--- src/rtl/chaser_button_ctrl.sv ---
// rtl/chaser_button_ctrl.sv - button debouncer and run/pause FSM driving lightchaser.enable
// Optional auto-pause after RUN_LIMIT running clocks when CHASER_AUTO_PAUSE_EN is defined.
module chaser_button_ctrl #(
    parameter int DEBOUNCE_CYCLES = 4,
    parameter int RUN_LIMIT       = 64
) (
    input  logic clk,
    input  logic rst_n,
    input  logic btn_raw,
    output logic enable,
    output logic press_pulse
);

    localparam int CW = $clog2(DEBOUNCE_CYCLES + 1);
    localparam logic [CW-1:0] CNT_LAST = CW'(DEBOUNCE_CYCLES - 1);

    typedef enum logic {
        PAUSED  = 1'b0,
        RUNNING = 1'b1
    } state_t;

    state_t state;
    state_t state_next;

    logic          sync1;
    logic          btn_s;
    logic          btn_db;
    logic [CW-1:0] cnt;
    logic          db_rise;
    logic          auto_pause;

    always_ff @(posedge clk or negedge rst_n) begin
        if (!rst_n) begin
            sync1 <= 1'b0;
            btn_s <= 1'b0;
        end else begin
            sync1 <= btn_raw;
            btn_s <= sync1;
        end
    end

    // The level only moves after DEBOUNCE_CYCLES consecutive disagreeing samples.
    assign db_rise = (btn_s != btn_db) && (cnt == CNT_LAST) && btn_s;

    always_ff @(posedge clk or negedge rst_n) begin
        if (!rst_n) begin
            btn_db      <= 1'b0;
            cnt         <= '0;
            press_pulse <= 1'b0;
        end else begin
            press_pulse <= db_rise;
            if (btn_s == btn_db) begin
                cnt <= '0;
            end else if (cnt == CNT_LAST) begin
                btn_db <= btn_s;
                cnt    <= '0;
            end else begin
                cnt <= cnt + CW'(1);
            end
        end
    end

`ifdef CHASER_AUTO_PAUSE_EN
    localparam int RW = (RUN_LIMIT > 1) ? $clog2(RUN_LIMIT) : 1;
    localparam logic [RW-1:0] RUN_LAST = RW'(RUN_LIMIT - 1);

    logic [RW-1:0] run_cnt;

    // Held at zero while paused, so every entry to RUNNING starts a full window.
    always_ff @(posedge clk or negedge rst_n) begin
        if (!rst_n) begin
            run_cnt <= '0;
        end else if (state != RUNNING) begin
            run_cnt <= '0;
        end else begin
            run_cnt <= run_cnt + RW'(1);
        end
    end

    assign auto_pause = (state == RUNNING) && (run_cnt == RUN_LAST);
`else
    assign auto_pause = 1'b0;
`endif

    always_ff @(posedge clk or negedge rst_n) begin
        if (!rst_n) begin
            state <= PAUSED;
        end else begin
            state <= state_next;
        end
    end

    always_comb begin
        state_next = state;
        case (state)
            PAUSED:  if (press_pulse) state_next = RUNNING;
            RUNNING: if (press_pulse || auto_pause) state_next = PAUSED;
            default: state_next = PAUSED;
        endcase
    end

    assign enable = (state == RUNNING);

endmodule

--- config.mk ---
export PLATFORM = sky130hd
export DESIGN_NAME = chaser_button_ctrl
export DESIGN_NICKNAME = d
export VERILOG_FILES = /design/src/rtl/chaser_button_ctrl.sv
export SDC_FILE = /design/constraint.sdc
export NUM_CORES = 1
export LEC_CHECK = 0
export BUFFER_PORTS_ARGS = -buffer_cell sky130_fd_sc_hd__buf_2
export CORE_AREA = 2 2 39 41
export CTS_CLUSTER_SIZE = 30
export DETAILED_ROUTE_END_ITERATION = 16
export DIE_AREA = 0 0 41 43
export HOLD_SLACK_MARGIN = 0.05
export SLEW_MARGIN = 5
export SYNTH_ARGS = -nofsm -noshare
export SYNTH_HDL_FRONTEND = slang
export SYNTH_SLANG_ARGS = --single-unit
--- constraint.sdc ---
create_clock -name clk -period 1.3 [get_ports clk]
set_input_delay 0.26 -clock clk [delete_from_list [all_inputs] [get_ports clk]]
set_output_delay 0.26 -clock clk [all_outputs]
set_load 0.03 [all_outputs]
; Word level (Yosys, flattened, before mapping)
; Cells that the tools add are included.
[word_totals]
mem_bits_ro = 0
out_inout_bits = 2
word_cells = 20
inputBits = 3
latchBits = 0
mem_count = 0
regBits = 8
mem_bits_rw = 0
[classes]
div_mod_pow = 0
n_addsub = 1
eq_ne = 3
n_shift = 0
n_lt_le_gt_ge = 0
mul = 0
bitwise = 2
muxes = 5
reduce_logical = 3
[op_table]
columns = cell, n
row1 = $mux 3, 2
row2 = $add 3x1->3 const B, 1
row3 = $eq 3x2->1 const B, 1
row4 = $logic_and 1x1->1, 2
row5 = $mux 1, 2
row6 = $not 1->1, 2
row7 = $pmux 1 s2, 1
row8 = $reduce_and 2->1, 1
row9 = $eq 1x1->1, 1
row10 = $ne 1x1->1, 1

; Depth between registers and ports, before layout
; Gate-level depths: netlist of run 1.
[depth]
ltp_word = 3
ltp_mapped = 3
mapped_depth_nobuf = 3

; Worst setup path before layout of run 1
; Ideal clock, no wire load.
[synth_timing]
kind = register to register
start = register cnt[0]
end = register btn_db
slack_ns = 0.201
period_less_slack_ns = 1.099
stages_incl_launch_ff = 4
arrival_ns = 0.975
cell_sequence = dfrtp_1 > ha_1 > nor2b_4 > mux2_2
[synth_via]
elab_chain_cells = 2
[synth_lines]
columns = element, line_no
row1 = "start, declared", 28  ; logic [CW-1:0] cnt;
row2 = "start signal, assigned", 58  ; cnt <= cnt + CW'(1);
row3 = $eq 3x2->1, 54  ; end else if (cnt == CNT_LAST) begin
row4 = $reduce_and 2->1 (no line), -
row5 = "end signal, assigned", 55  ; btn_db <= btn_s;
row6 = "end, declared", 27  ; logic btn_db;
; Every way passes these cells.
; A chain may end at the register's enable or synchronous reset.

; Worst setup path after layout of run 1
; Ends and elaborated chain as after synthesis.

==> results of run 1 <==
==> cell type report <==
cell class                 count  share of cell area (%)
sequential                     8                    55.2
multi-input combinational      9                    24.8
timing repair buffer           5                    8.28
clock buffer                   3                    6.21
tap                           16                    5.52
==> sequential cells by signal, summed over array words and instances, names as in the netlist <==
register	cells
btn_db	1
sync1	1
cnt	3
press_pulse	1
btn_s	1
enable	1
==> metal layers <==
metal / share of wire (%) / vias to the layer above
met2: 47 / 7
met1: 44 / 73
met4: 0 / 0
met3: 8.6 / 0
li1: - / 73
met5: 0 / -
==> timing repair <==
action                                 4_1_cts  5_1_grt
setup endpoints to repair                    0        0
endpoints found under the hold margin        8        0
hold buffers                                 1        0
==> worst max-delay path, delay by kind of cell, from the launching register on <==
family | cells | cell delay [ns]
DFF | 1 | 0.35
muxes | 1 | 0.34
and+or+nand+nor | 1 | 0.19
adders and majority gates | 1 | 0.18
==> where the power goes <==
group	switching [mW]	internal [mW]
clock network	0.0815	0.105
logic	0.0920	0.0907
registers	0.0371	0.311
total	0.211	0.507
==> cell usage in the layout (no fill, tap or decap), drive strengths merged <==
cell type / count
dfrtp: 8
buf: 4
clkbuf: 3
nor3b: 2
xnor2: 1
nor2b: 1
nor3: 1
and3b: 1
xor2: 1
mux2: 1
ha: 1
dlygate4sd3: 1
==> per-stage QoR <==
stage	power [mW]	cell area [µm²]	util, %
final	0.718	363	26.2
after global routing	0.777	363	26.2
after floorplan	0.488	290	-
after CTS	0.735	363	26.2
after global placement	0.523	330	23.9
after detailed placement	0.538	330	23.9
==> cells by family after synthesis <==
| family | after synthesis | synth area share (%) |
|---|---|---|
| multiplexers | 1 | 3.88 |
| XOR/XNOR | 2 | 6.04 |
| adder cells (fa/ha/maj) | 1 | 4.31 |
| flip-flops | 8 | 69.0 |
| AND/OR/NAND/NOR | 5 | 16.8 |
==> worst max-delay path by stage <==
stage | from | end | slack [ns] | depth (start not counted)
finish | cnt[0]$_DFF_PN0_ | btn_db$_DFFE_PN0P_ | 0.12 | 3
global route | cnt[0]$_DFF_PN0_ | btn_db$_DFFE_PN0P_ | 0.07 | 3
CTS | cnt[0]$_DFF_PN0_ | btn_db$_DFFE_PN0P_ | 0.11 | 3
detailed placement | cnt[0]$_DFF_PN0_ | btn_db$_DFFE_PN0P_ | 0.11 | 3
global placement | cnt[0]$_DFF_PN0_ | btn_db$_DFFE_PN0P_ | 0.17 | 3
floorplan | cnt[0]$_DFF_PN0_ | btn_db$_DFFE_PN0P_ | 0.20 | 3
==> results.txt, run 1 <==
Pleak: 0.176 nW
Num CTS Buffers: 3
worst hold margin: 0.114 ns
GR Layer Usage met1: 8.31%
Die Ht: 43 µm
reg2reg start: cnt[0]$_DFF_PN0_
PortBufs: 4
CP max stage delay: 0.35 ns
H-Tree Depth: 1
met3 usage: 6.28%
placed cell count: 37
register area: 200 µm²
Routability Congestion: 0.621
Hold EP: sync1$_DFF_PN0_
antenna violations before repair: 0
largest cells by area after synthesis: dfrtp_1, nor2b_4, ha_1
share of layout cells above drive strength 1: 44.0%
Non-Filler Instances: 41
Hold Fails Final Rpt: 0
status: finished clean
die area: 1760 µm²
Power Density: 1980 nW/µm²
Syn Nets: 21
Max Root-Sink Buffers: 2
effective utilization at floorplan: 21.0%
Reg2Reg Setup Slack: 0.12 ns
met2 usage: 7.50%
Routed Antenna Nets: 0
Crit-path slowest cell: dfrtp_1
Core Rows: 14
final critical-path share of the clock period: 90.9%
root buf cell: clkbuf_4
CP endpoint kind: flop
Synth top area share: 69.0%
Worst Setup Start Kind: flop
prevailing post-synth register cell: dfrtp_1
Tightest Hold Check Type: in -> reg
gr busiest metal: met1
via count: 153
multi-input logic area: 90.1 µm²
CTS tree: done
Via density: 3.73
Max rail drop VDD: 0.593 mV
Die Wd: 41 µm
nets: 31
Skew-Pair Late Insertion Delay: 0.25 ns
vias in the first global route: 180
DR pass1 iterations: 1
reg2reg path depth: 3
wire per inst: 9.88 µm
Hold Crit Depth: 1
GRT Total Usage: 7.10%
WS Path Type: reg -> reg
Avg Cell Area, Syn: 17.1 µm²
synth unique cells: 10
CP arrival: 1.32 ns
Max-slew headroom: 81.4%
post-route setup slack: 0.118 ns
worst hold start: btn_raw
Slew Limit Fails: 0
drc violations: 0
Post-CTS Setup Bufs: 0
fill cell count: 144
I/O pins: 5
DP Worst Slack: 0.113 ns
most common cell in the synthesized netlist: dfrtp_1
CP Data Required Time: 1.43 ns
diode count: 0
Max-Cap Viols: 0
Post-synth EDFFs: 0
clock-pin slew on the worst setup and hold paths: 0.05 ns
Routed WL: 405 µm
grt ovf: 0
Yosys warnings: 0
CTS Sinks: 8
Crit Path Max Fanout: 4
worst path cell trace: ha_1, nor2b_4, mux2_2
Least-Margin Pin Slew: 0.278 ns
Post-Syn Area: 290 µm²
asr flop ratio synth: 100%
area delta synth->final: 25.0%
Seq cells post-synth: 8
Seq/Total Area, Yosys: 69.0%
reg2reg end: btn_db$_DFFE_PN0P_
skew final: 0.00357 ns
first-pass GRT wire length: 731 µm
unrepaired setup endpoints after global routing: no
Fmax: 846 MHz
total negative slack: 0 ns
area leader, netlist: dfrtp_1
fin crit period: 1.18 ns
core area: 1380 µm²
Syn Inst Count: 17
Final Setup Violations: 0
largest net degree at the start of global routing: 9
First DRT Iteration DRCs: 0
post-cts resize count: 0
No activity file was read; power rests on OpenSTA's default activity.
==> run 2: changes to the inputs <==
--- a/config.mk
+++ b/config.mk
@@ -6,11 +6,14 @@
 export NUM_CORES = 1
 export LEC_CHECK = 0
 export BUFFER_PORTS_ARGS = -buffer_cell sky130_fd_sc_hd__buf_2
+export CELL_PAD_IN_SITES_DETAIL_PLACEMENT = 1
+export CELL_PAD_IN_SITES_GLOBAL_PLACEMENT = 1
 export CORE_AREA = 2 2 39 41
 export CTS_CLUSTER_SIZE = 30
 export DETAILED_ROUTE_END_ITERATION = 16
 export DIE_AREA = 0 0 41 43
 export HOLD_SLACK_MARGIN = 0.05
+export PLACE_DENSITY_LB_ADDON = 0.1
 export SLEW_MARGIN = 5
 export SYNTH_ARGS = -nofsm -noshare
 export SYNTH_HDL_FRONTEND = slang
==> results.txt, run 2 (same netlist as run 1, synthesis figures left out) <==
Worst Setup Start Kind: flop
PortBufs: 4
CP endpoint kind: flop
CP Data Required Time: 1.42 ns
via count: 161
drc violations: 0
max reg flops: 3
Fmax: 842 MHz
Crit Path Max Fanout: 4
Via density: 3.93
commonest non-fill, non-tap cell in the layout: dfrtp_1
Hold Fails Final Rpt: 0
Tot Pwr: 0.711 mW
Pleak: 0.176 nW
first-pass GRT wire length: 703 µm
area delta synth->final: 25.0%
Final Setup Violations: 0
Max rail drop VDD: 0.607 mV
worst path cell trace: ha_1, nor2b_4, mux2_2
Placed Area: 330 µm²
Tightest Hold Check Type: in -> reg
Power Density: 1960 nW/µm²
total negative slack: 0 ns
final instance area: 363 µm²
CP arrival: 1.31 ns
fin crit period: 1.19 ns
post-DP HPWL: 312 µm
Max Root-Sink Buffers: 2
commonest non-fill, non-tap cells in the layout: dfrtp_1, buf_2, clkbuf_4
DR pass1 iterations: 2
Routed WL: 387 µm
Post-CTS Setup Bufs: 0
GRT Total Usage: 6.80%
share of layout cells above drive strength 1: 44.0%
CTS Sinks: 8
grt ovf: 0
diode count: 0
effective utilization at floorplan: 21.0%
core area: 1380 µm²
root buf cell: clkbuf_4
Biggest register: cnt
largest net degree at the start of global routing: 9
Skew-Pair Late Insertion Delay: 0.25 ns
post-route setup slack: 0.112 ns
Crit-path slowest cell: dfrtp_1
vias in the first global route: 182
Max-Cap Viols: 0
fill cell count: 155
die area: 1760 µm²
First DRT Iteration DRCs: 1
Max-slew headroom: 78.8%
Routability Congestion: 0.571
H-Tree Depth: 1
clock-pin slew on the worst setup and hold paths: 0.05 ns
Die Ht: 43 µm
Routed Antenna Nets: 0
unrepaired setup endpoints after global routing: no
CP max stage delay: 0.35 ns
nets: 31
post-cts resize count: 0
antenna violations before repair: 0
Slew Limit Fails: 0
Least-Margin Pin Slew: 0.316 ns
Num CTS Buffers: 3
I/O pins: 5
DP Worst Slack: 0.113 ns
final critical-path share of the clock period: 91.4%
CTS tree: done
Die Wd: 41 µm
wire per inst: 9.44 µm
status: finished clean
Core Rows: 14
WS Path Type: reg -> reg
skew final: 0.00557 ns
run 2: cell counts in the layout (fill, tap and decap cells not counted):
No cell type changed its count.
run 2: stage by stage:
stage	hold slack, ns	util, %	instances
2_1_floorplan	-0.0356	-	17
3_3_place_gp	0.109	23.9	37
3_5_place_dp	0.111	23.9	37
5_1_grt	0.107	26.2	41
4_1_cts	0.110	26.2	41
6_report	0.124	26.2	41
run 2: final timing paths:
path	from	cells past startpoint	slack, ns	endpoint
max in group asynchronous	rst_n	2	0.75	cnt[2]$_DFF_PN0_
max	cnt[0]$_DFF_PN0_	3	0.11	btn_db$_DFFE_PN0P_
max reg2reg	cnt[0]$_DFF_PN0_	3	0.11	btn_db$_DFFE_PN0P_
min in group asynchronous	rst_n	2	0.38	enable$_DFF_PN0_
min	btn_raw	1	0.12	sync1$_DFF_PN0_
min reg2reg	sync1$_DFF_PN0_	0	0.35	btn_s$_DFF_PN0_
run 2: what timing repair did:
| item | in CTS | in global routing |
|---|---|---|
| endpoints found under the setup margin | 0 | 0 |
| hold buffers | 1 | 0 |
| endpoints found under the hold margin | 8 | 0 |
run 2: metal layers:
layer / share of wire [%] / track usage (%) / vias up
met5: 0 / 0 / -
met4: 0 / 2.00 / 0
met3: 11 / 7.85 / 0
met2: 49 / 9.38 / 7
met1: 41 / 6.33 / 77
li1: - / - / 77
run 2: final cells by class:
type / instances / area, µm² / share of cell area (%)
clock buffers: 3 / 22.5 / 6.21
flip-flops and latches: 8 / 200 / 55.2
well taps: 16 / 20.0 / 5.52
multi-input cells: 9 / 90.1 / 24.8
repair buffers: 5 / 30.0 / 8.28
run 2: critical path, delay by kind of cell, from the launching register on:
family,cells,cell delay (ns)
fa+ha+maj,1,0.18
flops,1,0.35
mux,1,0.34
simple gates,1,0.19
run 2: power by group:
| group | leakage, nW | internal (mW) | total [mW] | switching (mW) |
|---|---|---|---|---|
| combinational | 0.0612 | 0.0904 | 0.186 | 0.0951 |
| clock | 0.0138 | 0.105 | 0.179 | 0.0742 |
| sequential | 0.101 | 0.311 | 0.346 | 0.0351 |
